## src/rtl/mux4_rr_arbiter.sv

```systemverilog
// Round-robin arbiter sharing one 4:1 mux between four requesters, with a
// bounded hold time under contention and a registered select/grant.
//
// state | meaning
// IDLE  | no grant active, select lines keep their last value
// GRANT | one channel owns the mux; hold_q counts its consecutive cycles
module mux4_rr_arbiter #(
  parameter int MAX_HOLD = 4,
  parameter int HOLD_W   = 3
) (
  input  logic       clk_i,
  input  logic       rst_n_i,
  input  logic       en_i,
  input  logic [3:0] req_i,
  input  logic       w0_i,
  input  logic       w1_i,
  input  logic       w2_i,
  input  logic       w3_i,
  output logic [3:0] gnt_o,
  output logic       valid_o,
  output logic       s1_o,
  output logic       s0_o,
  output logic       f_o
);

  typedef enum logic {IDLE, GRANT} state_t;

  localparam logic [HOLD_W-1:0] HOLD_LAST = HOLD_W'(MAX_HOLD - 1);

  state_t            state_q;
  logic [3:0]        gnt_q;
  logic              valid_q;
  logic [1:0]        sel_q;
  logic [1:0]        ptr_q;
  logic [HOLD_W-1:0] hold_q;

  logic [3:0] w_vec;
  logic [3:0] others;
  logic [1:0] win_idle;
  logic [1:0] win_rot;

  // Lowest offset from start with a set request wins (loop runs high to low).
  function automatic logic [1:0] pick(input logic [3:0] req, input logic [1:0] start);
    logic [1:0] idx;
    logic [1:0] res;
    res = start;
    for (int k = 3; k >= 0; k--) begin
      idx = start + 2'(k);
      if (req[idx]) res = idx;
    end
    return res;
  endfunction

  always_comb begin
    w_vec    = {w3_i, w2_i, w1_i, w0_i};
    others   = req_i & ~(4'b0001 << sel_q);
    win_idle = pick(req_i, ptr_q + 2'd1);
    win_rot  = pick(others, sel_q + 2'd1);
  end

  always_ff @(posedge clk_i or negedge rst_n_i) begin
    if (!rst_n_i) begin
      state_q <= IDLE;
      gnt_q   <= 4'b0000;
      valid_q <= 1'b0;
      sel_q   <= 2'd0;
      ptr_q   <= 2'd3;
      hold_q  <= '0;
    end else begin
      case (state_q)
        IDLE: begin
          if (en_i && (req_i != 4'b0000)) begin
            state_q <= GRANT;
            gnt_q   <= 4'b0001 << win_idle;
            valid_q <= 1'b1;
            sel_q   <= win_idle;
            ptr_q   <= win_idle;
            hold_q  <= '0;
          end
        end
        GRANT: begin
          if (!en_i || (!req_i[sel_q] && (others == 4'b0000))) begin
            state_q <= IDLE;
            gnt_q   <= 4'b0000;
            valid_q <= 1'b0;
            hold_q  <= '0;
          end else if (!req_i[sel_q] || ((hold_q == HOLD_LAST) && (others != 4'b0000))) begin
            // Owner released, or its hold expired while someone else waits.
            gnt_q   <= 4'b0001 << win_rot;
            sel_q   <= win_rot;
            ptr_q   <= win_rot;
            hold_q  <= '0;
          end else if (hold_q != HOLD_LAST) begin
            hold_q  <= hold_q + HOLD_W'(1);
          end
        end
        default: state_q <= IDLE;
      endcase
    end
  end

  assign gnt_o   = gnt_q;
  assign valid_o = valid_q;
  assign s1_o    = sel_q[1];
  assign s0_o    = sel_q[0];
  assign f_o     = valid_q & w_vec[sel_q];

endmodule
```

## config.mk

```make
export PLATFORM = sky130hd
export DESIGN_NAME = mux4_rr_arbiter
export DESIGN_NICKNAME = d
export VERILOG_FILES = /design/src/rtl/mux4_rr_arbiter.sv
export SDC_FILE = /design/constraint.sdc
export NUM_CORES = 1
export LEC_CHECK = 0
export ABC_CLOCK_PERIOD_IN_PS = 2600
export CAP_MARGIN = 20
export CORE_UTILIZATION = 40
export CTS_CLUSTER_DIAMETER = 50
export DETAILED_ROUTE_END_ITERATION = 16
export PLACE_DENSITY = 0.61
export REMOVE_ABC_BUFFERS = 1
export SLEW_MARGIN = 20
export SYNTH_ARGS = -nofsm -noshare
export SYNTH_HDL_FRONTEND = slang
export SYNTH_SLANG_ARGS = --single-unit
export TNS_END_PERCENT = 1
```

## constraint.sdc

```tcl
create_clock -name clk_i -period 2.6 [get_ports clk_i]
set_input_delay 0.26 -clock clk_i [delete_from_list [all_inputs] [get_ports clk_i]]
set_output_delay 0.26 -clock clk_i [all_outputs]
set_load 0.05 [all_outputs]
```

==> flow_summary.yaml, run 1 <==
pwr:
  p_per_area_mw_per_mm2: 1210
  total_leakage_power_nw: 0.580
  ir_drop_uv: 670
timing:
  tightestPinTransition_ps: 593
  setup_viol: 0
  layout_setup_ws_ps: 181
  finalClockSkew_ps: 1.01
  drv_slew: 0
  slew_headroom_pct: 60.3
  final_hold_viol_count: 0
  rsz0062_at_grt: "no"
  fin_crit_sh_pct: 93.0
  period_minus_slack_ps: 2420
  max_clock_freq_ghz: 0.413
  hold_slack_ps: 360
floorplan:
  initial_core_util_pct: 42.3
  fp.dieH_um: 53.4
  dieArea_mm2: 0.00286
  io_pins: 19
  fp.dieW_um: 53.4
  design.core.area_mm2: 0.00250
  core.rowCount: 18
logic_synthesis:
  synth_area_leaders: "dfrtp_1 (26%), ha_1 (7.1%), nand2b_1 (5.3%)"
  synth-seq-cells: 13
  synthArstFlopShare_pct: 100
  synth_most_common_cell: "nor2_1"
  ys.warnings.count: 0
  ys_types: 39
  yosysSeqAreaShare_pct: 31.0
  synth_edf_count: 0
  synth_top_cell_area_share_pct: 26.0
  synth_ff_type: "dfrtp_1"
  synth.largest_area_cell: "dfrtp_1"
  syn_inst: 122
  synth_common_cells: "nor2_1 (13), dfrtp_1 (11), inv_1 (11), nand2b_1 (9)"
  syn_area_mm2: 0.00106
  syn_area_per_cell_um2: 8.68
layout:
  n_antenna_cell: 0
  nets: 164
  drive_gt1_share_pct: 10.3
  post-route-util_pct: 52.8
  area_growth_pct: 24.6
global_routing:
  grt_max_degree: 16
  grt_antenna_before_repair: 0
  grt_pass1_wl_um: 4100
  grt_overflow_total: 0
  grt_pass1_vias: 945
  grt_usage_pct: 20.0
clock_network:
  cts_tree: "done"
  postCtsSetupRepairBufs: 0
  clock_path_buffers: 2
  clock-root-buffer: "clkbuf_4"
  clk_pin_slew_ps: 80
  cts_resized: 0
  clock_sinks: 13
  cts_max_level: 1
  clock_latency_ps: 270
  postCtsHoldBufs: 0
  numCtsBuffers: 3
drt:
  viasPerCell: 5.62
  routedWlPerCell_um: 14.2
  ant_nets: 0
  vias: 989
  drtIter0Drc: 22
  totalWireLength_um: 2500
  first_pass_iters: 4
  drc: 0
status:
  status: "completed"
placed_design:
  hpwl_um: 1920
  gp_congestion: 0.937
  port_buffers: 18
  dp_slack_ps: 263
setup_path:
  critPathMaxFanout: 5
  path_class: "reg2out"
  setup.worst_path.end_class: "output pin"
  critical_path_arrival_ps: 2160
  cp.required_ps: 2340
  startpoint_type: "register"
job:
  drv_cap: 0
worst_hold_path:
  hold_path_class: "in2async"
cell families (layout without fill, tap and decap cells):
group,Yosys count,in the layout,synth area share (%)
AND/OR/NAND/NOR,43,43,21.0
AO/OA/AOI/OAI,40,40,26.8
buffers and inverters,16,40,7.33
flip-flops,13,13,31.0
adder cells (fa/ha/maj),6,6,7.09
multiplexers,3,3,5.91
XOR/XNOR,1,1,0.828
state kept, by name, indices dropped and copies added, names as in the netlist:
signal,cells
gnt_o,4
hold_q,3
state_q,1
valid_o,1
ptr_q,2
sel_q,2
worst paths after layout:
path | startpoint | end | slack (ps) | depth (start not counted)
min | rst_n_i | hold_q[0]$_DFFE_PN0P_ | 360 | 1
max reg2reg | sel_q[0]$_DFFE_PN0P_ | gnt_o[2]$_DFFE_PN0P_ | 240 | 8
max in group asynchronous | rst_n_i | gnt_o[0]$_DFFE_PN0P_ | 1860 | 1
min in group clk_i | hold_q[0]$_DFFE_PN0P_ | hold_q[0]$_DFFE_PN0P_ | 490 | 1
max | sel_q[0]$_DFFE_PN0P_ | f_o | 180 | 3
min reg2reg | hold_q[0]$_DFFE_PN0P_ | hold_q[0]$_DFFE_PN0P_ | 490 | 1
power by group:
part	total (mW)	leakage [nW]	switching [mW]	internal, mW
Combinational	1.10	0.406	0.633	0.468
Sequential	0.377	0.159	0.0847	0.293
Clock	0.123	0.0150	0.0636	0.0594
cell usage in the layout, fill, tap and decap left out, types with 3 or more instances in the layout:
| master | instances |
|---|---|
| inv_1 | 11 |
| dfrtp_1 | 11 |
| nand2b_1 | 9 |
| a21oi_1 | 4 |
| o21ai_0 | 5 |
| nor2_1 | 13 |
| ha_1 | 6 |
| a21o_1 | 5 |
| buf_4 | 7 |
| nand2_1 | 6 |
| nand3_1 | 3 |
| o22ai_1 | 4 |
| clkbuf_4 | 3 |
| a31oi_1 | 6 |
| clkdlybuf4s50_1 | 18 |
routing by layer:
layer | share of wire [%] | routed length [um] | GRT usage [%] | up-vias
met4 | 1.6 | 40 | 9.65 | 0
met1 | 46 | 1150 | 24.3 | 469
li1 | - | - | - | 495
met3 | 1.9 | 48 | 0.862 | 4
met5 | 0 | 0 | 0 | -
met2 | 50 | 1260 | 35.4 | 21
area by class of cell:
type	count	area, um^2
fillers	242	1180
clock buffers	4	26.3
inverters	11	41.3
multi-input cells	93	653
repair buffers	25	233
flip-flops and latches	13	328
well taps	30	37.5
worst max-delay path, cell delays in order (launching register included):
cell and delay (ps):
dfrtp_1 470, mux4_1 560, and2_1 160, clkdlybuf4s50_1 690
per-stage QoR:
stage | cells | power (mW) | instance area (um^2) | TNS [ps]
global route | 176 | 1.71 | 1320 | 0
CTS | 176 | 1.61 | 1320 | 0
floorplan | 117 | 1.11 | 1020 | -109
detailed placement | 172 | 1.47 | 1290 | 0
finish | 176 | 1.60 | 1320 | 0
global placement | 172 | 1.45 | 1290 | 0
(Power assumes the default switching activity.)
==> run 2: changes to the inputs <==
--- a/config.mk
+++ b/config.mk
@@ -8,12 +8,13 @@
 export ABC_CLOCK_PERIOD_IN_PS = 2600
 export CAP_MARGIN = 20
 export CORE_UTILIZATION = 40
-export CTS_CLUSTER_DIAMETER = 50
+export CTS_CLUSTER_DIAMETER = 100
 export DETAILED_ROUTE_END_ITERATION = 16
-export PLACE_DENSITY = 0.61
+export DONT_BUFFER_PORTS = 1
+export PLACE_DENSITY = 0.51
 export REMOVE_ABC_BUFFERS = 1
 export SLEW_MARGIN = 20
 export SYNTH_ARGS = -nofsm -noshare
 export SYNTH_HDL_FRONTEND = slang
 export SYNTH_SLANG_ARGS = --single-unit
-export TNS_END_PERCENT = 1
+export TNS_END_PERCENT = 20
==> run 2 against run 1 <==
Net effect:
- power fell by 13%
- clock-buffer cell count did not move
- combinational power fell by 30%
- final area fell by 16%
- via count fell by 12%
- hold slack got worse by 240 ps
- wire length fell by 7.9%
- setup slack improved by 120 ps
- sequential cell count did not move
- non-clock buffer count fell by 22
- utilization fell by 8.3 points
- die area did not move
==> flow_summary.yaml, run 2 (synthesis results as in run 1) <==
layout:
  multi_input_area_um2: 653
  n_antenna_cell: 0
  final_area_mm2: 0.00111
  final_common_cell: "nor2_1"
  area_growth_pct: 4.96
  fillCellCount: 255
  seq_area_um2: 328
  layout_common_cells: "nor2_1 (13), inv_1 (11), dfrtp_1 (11), nand2b_1 (9)"
  largest_reg_flops: 4
  drive_gt1_share_pct: 8.06
  post-route-util_pct: 44.4
  nets: 142
status:
  status: "completed"
drt:
  wl_met3_um: 67
  viasPerCell: 5.65
  drc: 0
  totalWireLength_um: 2300
  wl_met2_um: 1110
  routedWlPerCell_um: 14.9
  first_pass_iters: 4
  ant_nets: 0
  top_layer: "met4"
  drtIter0Drc: 21
  detail_route.wirelength.met1_um: 1100
  vias: 870
pwr:
  p_per_area_mw_per_mm2: 1260
  total_leakage_power_nw: 0.490
  ir_drop_uv: 562
  power_mw: 1.40
timing:
  drv_slew: 0
  fin_crit_sh_pct: 88.3
  tightestPinTransition_ps: 611
  tns_ps: 0
  final_hold_viol_count: 0
  rsz0062_at_grt: "no"
  slew_headroom_pct: 59.1
  max_clock_freq_ghz: 0.436
  setup_viol: 0
  period_minus_slack_ps: 2300
  finalClockSkew_ps: 1.61
clock_network:
  cts_resized: 0
  clock_sinks: 13
  cts_tree: "done"
  clock_path_buffers: 2
  cts_max_level: 1
  clk_pin_slew_ps: 90
  clock-root-buffer: "clkbuf_4"
  postCtsSetupRepairBufs: 0
  numCtsBuffers: 3
  clock_latency_ps: 270
setup_path:
  r2r_cells: 8
  critical_path_arrival_ps: 2500
  cp.required_ps: 2800
  crit_slowest_cell: "ha_1"
  crit_chain: "inv_1, ha_1, nor3_1, a21o_1, a32o_1, o22ai_1, or3b_1, a31oi_1"
  startpoint_type: "register"
  cp.depth: 8
  cpPeakStageDelay_ps: 430
  cp_num_buf_inv: 1
  setup.worst_path.end_class: "register"
  path_class: "reg2reg"
  cp_top_family: "compound AO/OA/AOI/OAI gates"
  critPathMaxFanout: 8
floorplan:
  io_pins: 19
  core.rowCount: 18
  fp.dieW_um: 53.4
  dieArea_mm2: 0.00286
  fp.dieH_um: 53.4
  design.core.area_mm2: 0.00250
  initial_core_util_pct: 42.3
global_routing:
  grt_max_degree: 16
  grt_usage_pct: 18.9
  grt_antenna_before_repair: 0
  grt_pass1_vias: 886
  grt_overflow_total: 0
  grt_pass1_wl_um: 3900
job:
  drv_cap: 0
worst_hold_path:
  hold_path_class: "in2reg"
  hold_depth: 2
placed_design:
  hpwl_um: 1740
  dpl_cell_area_mm2: 0.00107
  port_buffers: 0
  gp_congestion: 0.869
[run 2: per-stage QoR]
step / hold slack (ps) / setup slack, ps / cells
detailed placement: -35.3 / 286 / 149
global placement: -35.3 / 387 / 149
finish: 120 / 305 / 154
floorplan: -35.6 / -109 / 117
CTS: 115 / 277 / 154
global route: 113 / 97.5 / 154
[run 2: layer usage]
| metal | GRT usage (%) | vias up |
|---|---|---|
| li1 | - | 446 |
| met1 | 23.4 | 409 |
| met2 | 32.7 | 13 |
| met3 | 2.87 | 2 |
| met4 | 6.58 | 0 |
| met5 | 0 | - |
[run 2: final cells by class]
cell class	instances	share of cell area [%]
timing repair buffer	3	2.25
tap	30	3.38
clock buffer	4	2.36
inverter	11	3.72
sequential	13	29.5
multi-input combinational	93	58.8
[run 2: final timing paths]
check                                           start                     to  slack, ps
worst min-delay path                             en_i    valid_o$_DFFE_PN0P_        120
worst max-delay path             sel_q[0]$_DFFE_PN0P_   gnt_o[1]$_DFFE_PN0P_        300
min in group asynchronous                     rst_n_i      state_q$_DFF_PN0_        430
worst min register to register  hold_q[0]$_DFFE_PN0P_  hold_q[0]$_DFFE_PN0P_        490
worst max register to register   sel_q[0]$_DFFE_PN0P_   gnt_o[1]$_DFFE_PN0P_        300
max in group asynchronous                     rst_n_i   sel_q[1]$_DFFE_PN0P_       1780
[run 2: power by group]
group          total (mW)  switching, mW  internal [mW]
combinational       0.765          0.446          0.319
sequential          0.502          0.212          0.290
clock               0.129         0.0698         0.0594
[run 2: what timing repair did]
| action | in CTS | in global routing |
|---|---|---|
| hold endpoints to repair | 13 | 0 |
| hold buffers | 1 | 0 |
| endpoints found under the setup margin | 0 | 0 |
==> variant (settings of run 1) <==
Reset style: synchronous (`rst_n_i`), changed in one clocked block.
--- a/src/rtl/mux4_rr_arbiter.sv
+++ b/src/rtl/mux4_rr_arbiter.sv
@@ -60,3 +60,3 @@
 
-  always_ff @(posedge clk_i or negedge rst_n_i) begin
+  always_ff @(posedge clk_i) begin
     if (!rst_n_i) begin
Check against the original RTL: differs if rst_n_i is asserted again (counterexample within 4 cycles, from zero or initial values and one cycle with rst_n_i low); with rst_n_i held inactive, the same outputs for 10 cycles.
==> variant against run 1 <==
Final area grew 1.8%. Sequential cell count is the same. Setup slack gained 18 ps. Routed wire length shrank 0.96%. Core utilization is essentially flat. Hold slack gained 160 ps. Area after synthesis grew 4.4%. Maximum frequency grew 0.76%. Largest cell class unchanged. Register-to-register slack gained 100 ps. Global-route usage shrank 0.51 points.
Power is not compared: it rests on default switching activity, and its combinational part moved more than twofold at a synthesized area within 25%.
==> variant: results (changes against run 1) <==
Logic synthesis
  • Most instantiated cells after synthesis: dfxtp_1, nor2_1
  • Synth top area cells: dfxtp_1, ha_1, nor2b_1, mux4_2, nor2_1
  • Multiplexer share of the synthesized area: 5.89% (-0.021 points)
  • Post-synthesis share of cell area spent on full adders, half adders and majority gates: 6.80% (-0.30 points)
  • Proportion of synthesized chip area in sequential cells: 23.6% (-7.4 points)
  • Number of library cell types mapped by synthesis: 45 (+15%)
  • Share of flip-flops with an asynchronous set or reset: 0% (-100 points)
  • Xor/xnor cell area share of the yosys netlist: 1.59% (+0.76 points)

Clocking
  • Number of clock buffers inserted by TritonCTS: 3 (unchanged)
  • Buffer count from post-CTS setup fixing: 0 (unchanged)

GRT
  • Number of global-route vias before repair: 971 (+2.8%)
  • Total Routing Usage GR: 19.5% (-0.51 points)
  • Global-route wire length before repair: 4200 um (+2.4%)
  • Met2 Use GR: 31.3% (-4.1 points)
  • Largest net degree at the start of global routing: 14 (-2)
  • Met1 usage in global routing: 26.2% (+1.9 points)
  • Met3 capacity usage during global routing: 5.28% (+4.4 points)

Worst setup path
  • Data arrival time of the critical path: 2140 ps (-20 ps)
  • Worst-path fanout max: 6 (+1)
  • Worst reg-to-reg setup slack: 340 ps (+100 ps)

Outcome
  • Outcome: completed

Pwr
  • Total power: 0.647 mW

Route
  • Total number of vias: 1,065 (+7.7%)
  • Routed WL: 2470 um (-0.96%)
  • DRC marker count from the first detailed-route iteration: 25 (+14%)

Placed design
  • Post-detail-place hpwl: 1960 um (+1.9%)
  • Global placement routability congestion: 0.907 (-3.2%)

Timing
  • Skew final: 5.97 ps (+4.95 ps)
  • Measured slew at the worst slew-check pin: 502 ps (-90.5 ps)

Finish
  • Filler instances: 256 (+5.8%)
  • Share of final-layout standard cells stronger than drive strength 1: 9.49% (-0.78 points)

Hold path
  • Worst hold-check path type: reg -> reg
-- variant: cell count changes after synthesis, moves of 4 or more --
cell / run 1 / this run
nand2b_1: 9 / 4
nor2b_1: 2 / 8
a21o_1: 5 / 1
dfxtp_1: 0 / 13
dfrtp_1: 11 / 0
-- variant: worst reg2reg max path, delay by kind of cell, from the launching register on --
family                     cells  cell delay [ps]
AOI/OAI and AO/OA              2              480
and+or+nand+nor                4              910
DFF                            1              520
adders and majority gates      1              280
-- variant: layout make-up --
cell class	count	area [um^2]	share of cell area [%]
clock buffer	4	26.3	1.96
inverter	8	30.0	2.24
multi-input combinational	109	763	56.8
sequential	13	260	19.4
tap	30	37.5	2.80
timing repair buffer	24	225	16.8
-- variant: path summary, 6_finish.rpt --
| kind | from | cells after the start | end |
|---|---|---|---|
| worst max-delay path | sel_q[0]$_SDFFE_PN0P_ | 3 | f_o |
| worst min-delay path | gnt_o[0]$_SDFFE_PN0P_ | 2 | gnt_o[0]$_SDFFE_PN0P_ |
| worst max register to register | sel_q[1]$_SDFFE_PN0P_ | 7 | hold_q[2]$_SDFFE_PN0P_ |
| worst min register to register | gnt_o[0]$_SDFFE_PN0P_ | 2 | gnt_o[0]$_SDFFE_PN0P_ |
-- variant: layer usage --
metal  wire, um  vias up  share of wire, %
met3         97        4               3.9
met5          0        -                 0
li1           -      537                 -
met4         27        0               1.1
met1       1230      495                50
met2       1120       29                45
-- variant: metrics by stage --
stage / instances / util (%) / hold slack, ps / instance area [um^2] / setup slack, ps
floorplan: 130 / - / 332 / 1050 / 134
global placement: 184 / 51.7 / 509 / 1320 / 159
detailed placement: 184 / 51.7 / 515 / 1320 / 132
CTS: 188 / 52.8 / 527 / 1340 / 166
global route: 188 / 52.8 / 544 / 1340 / 117
finish: 188 / 52.8 / 523 / 1340 / 199
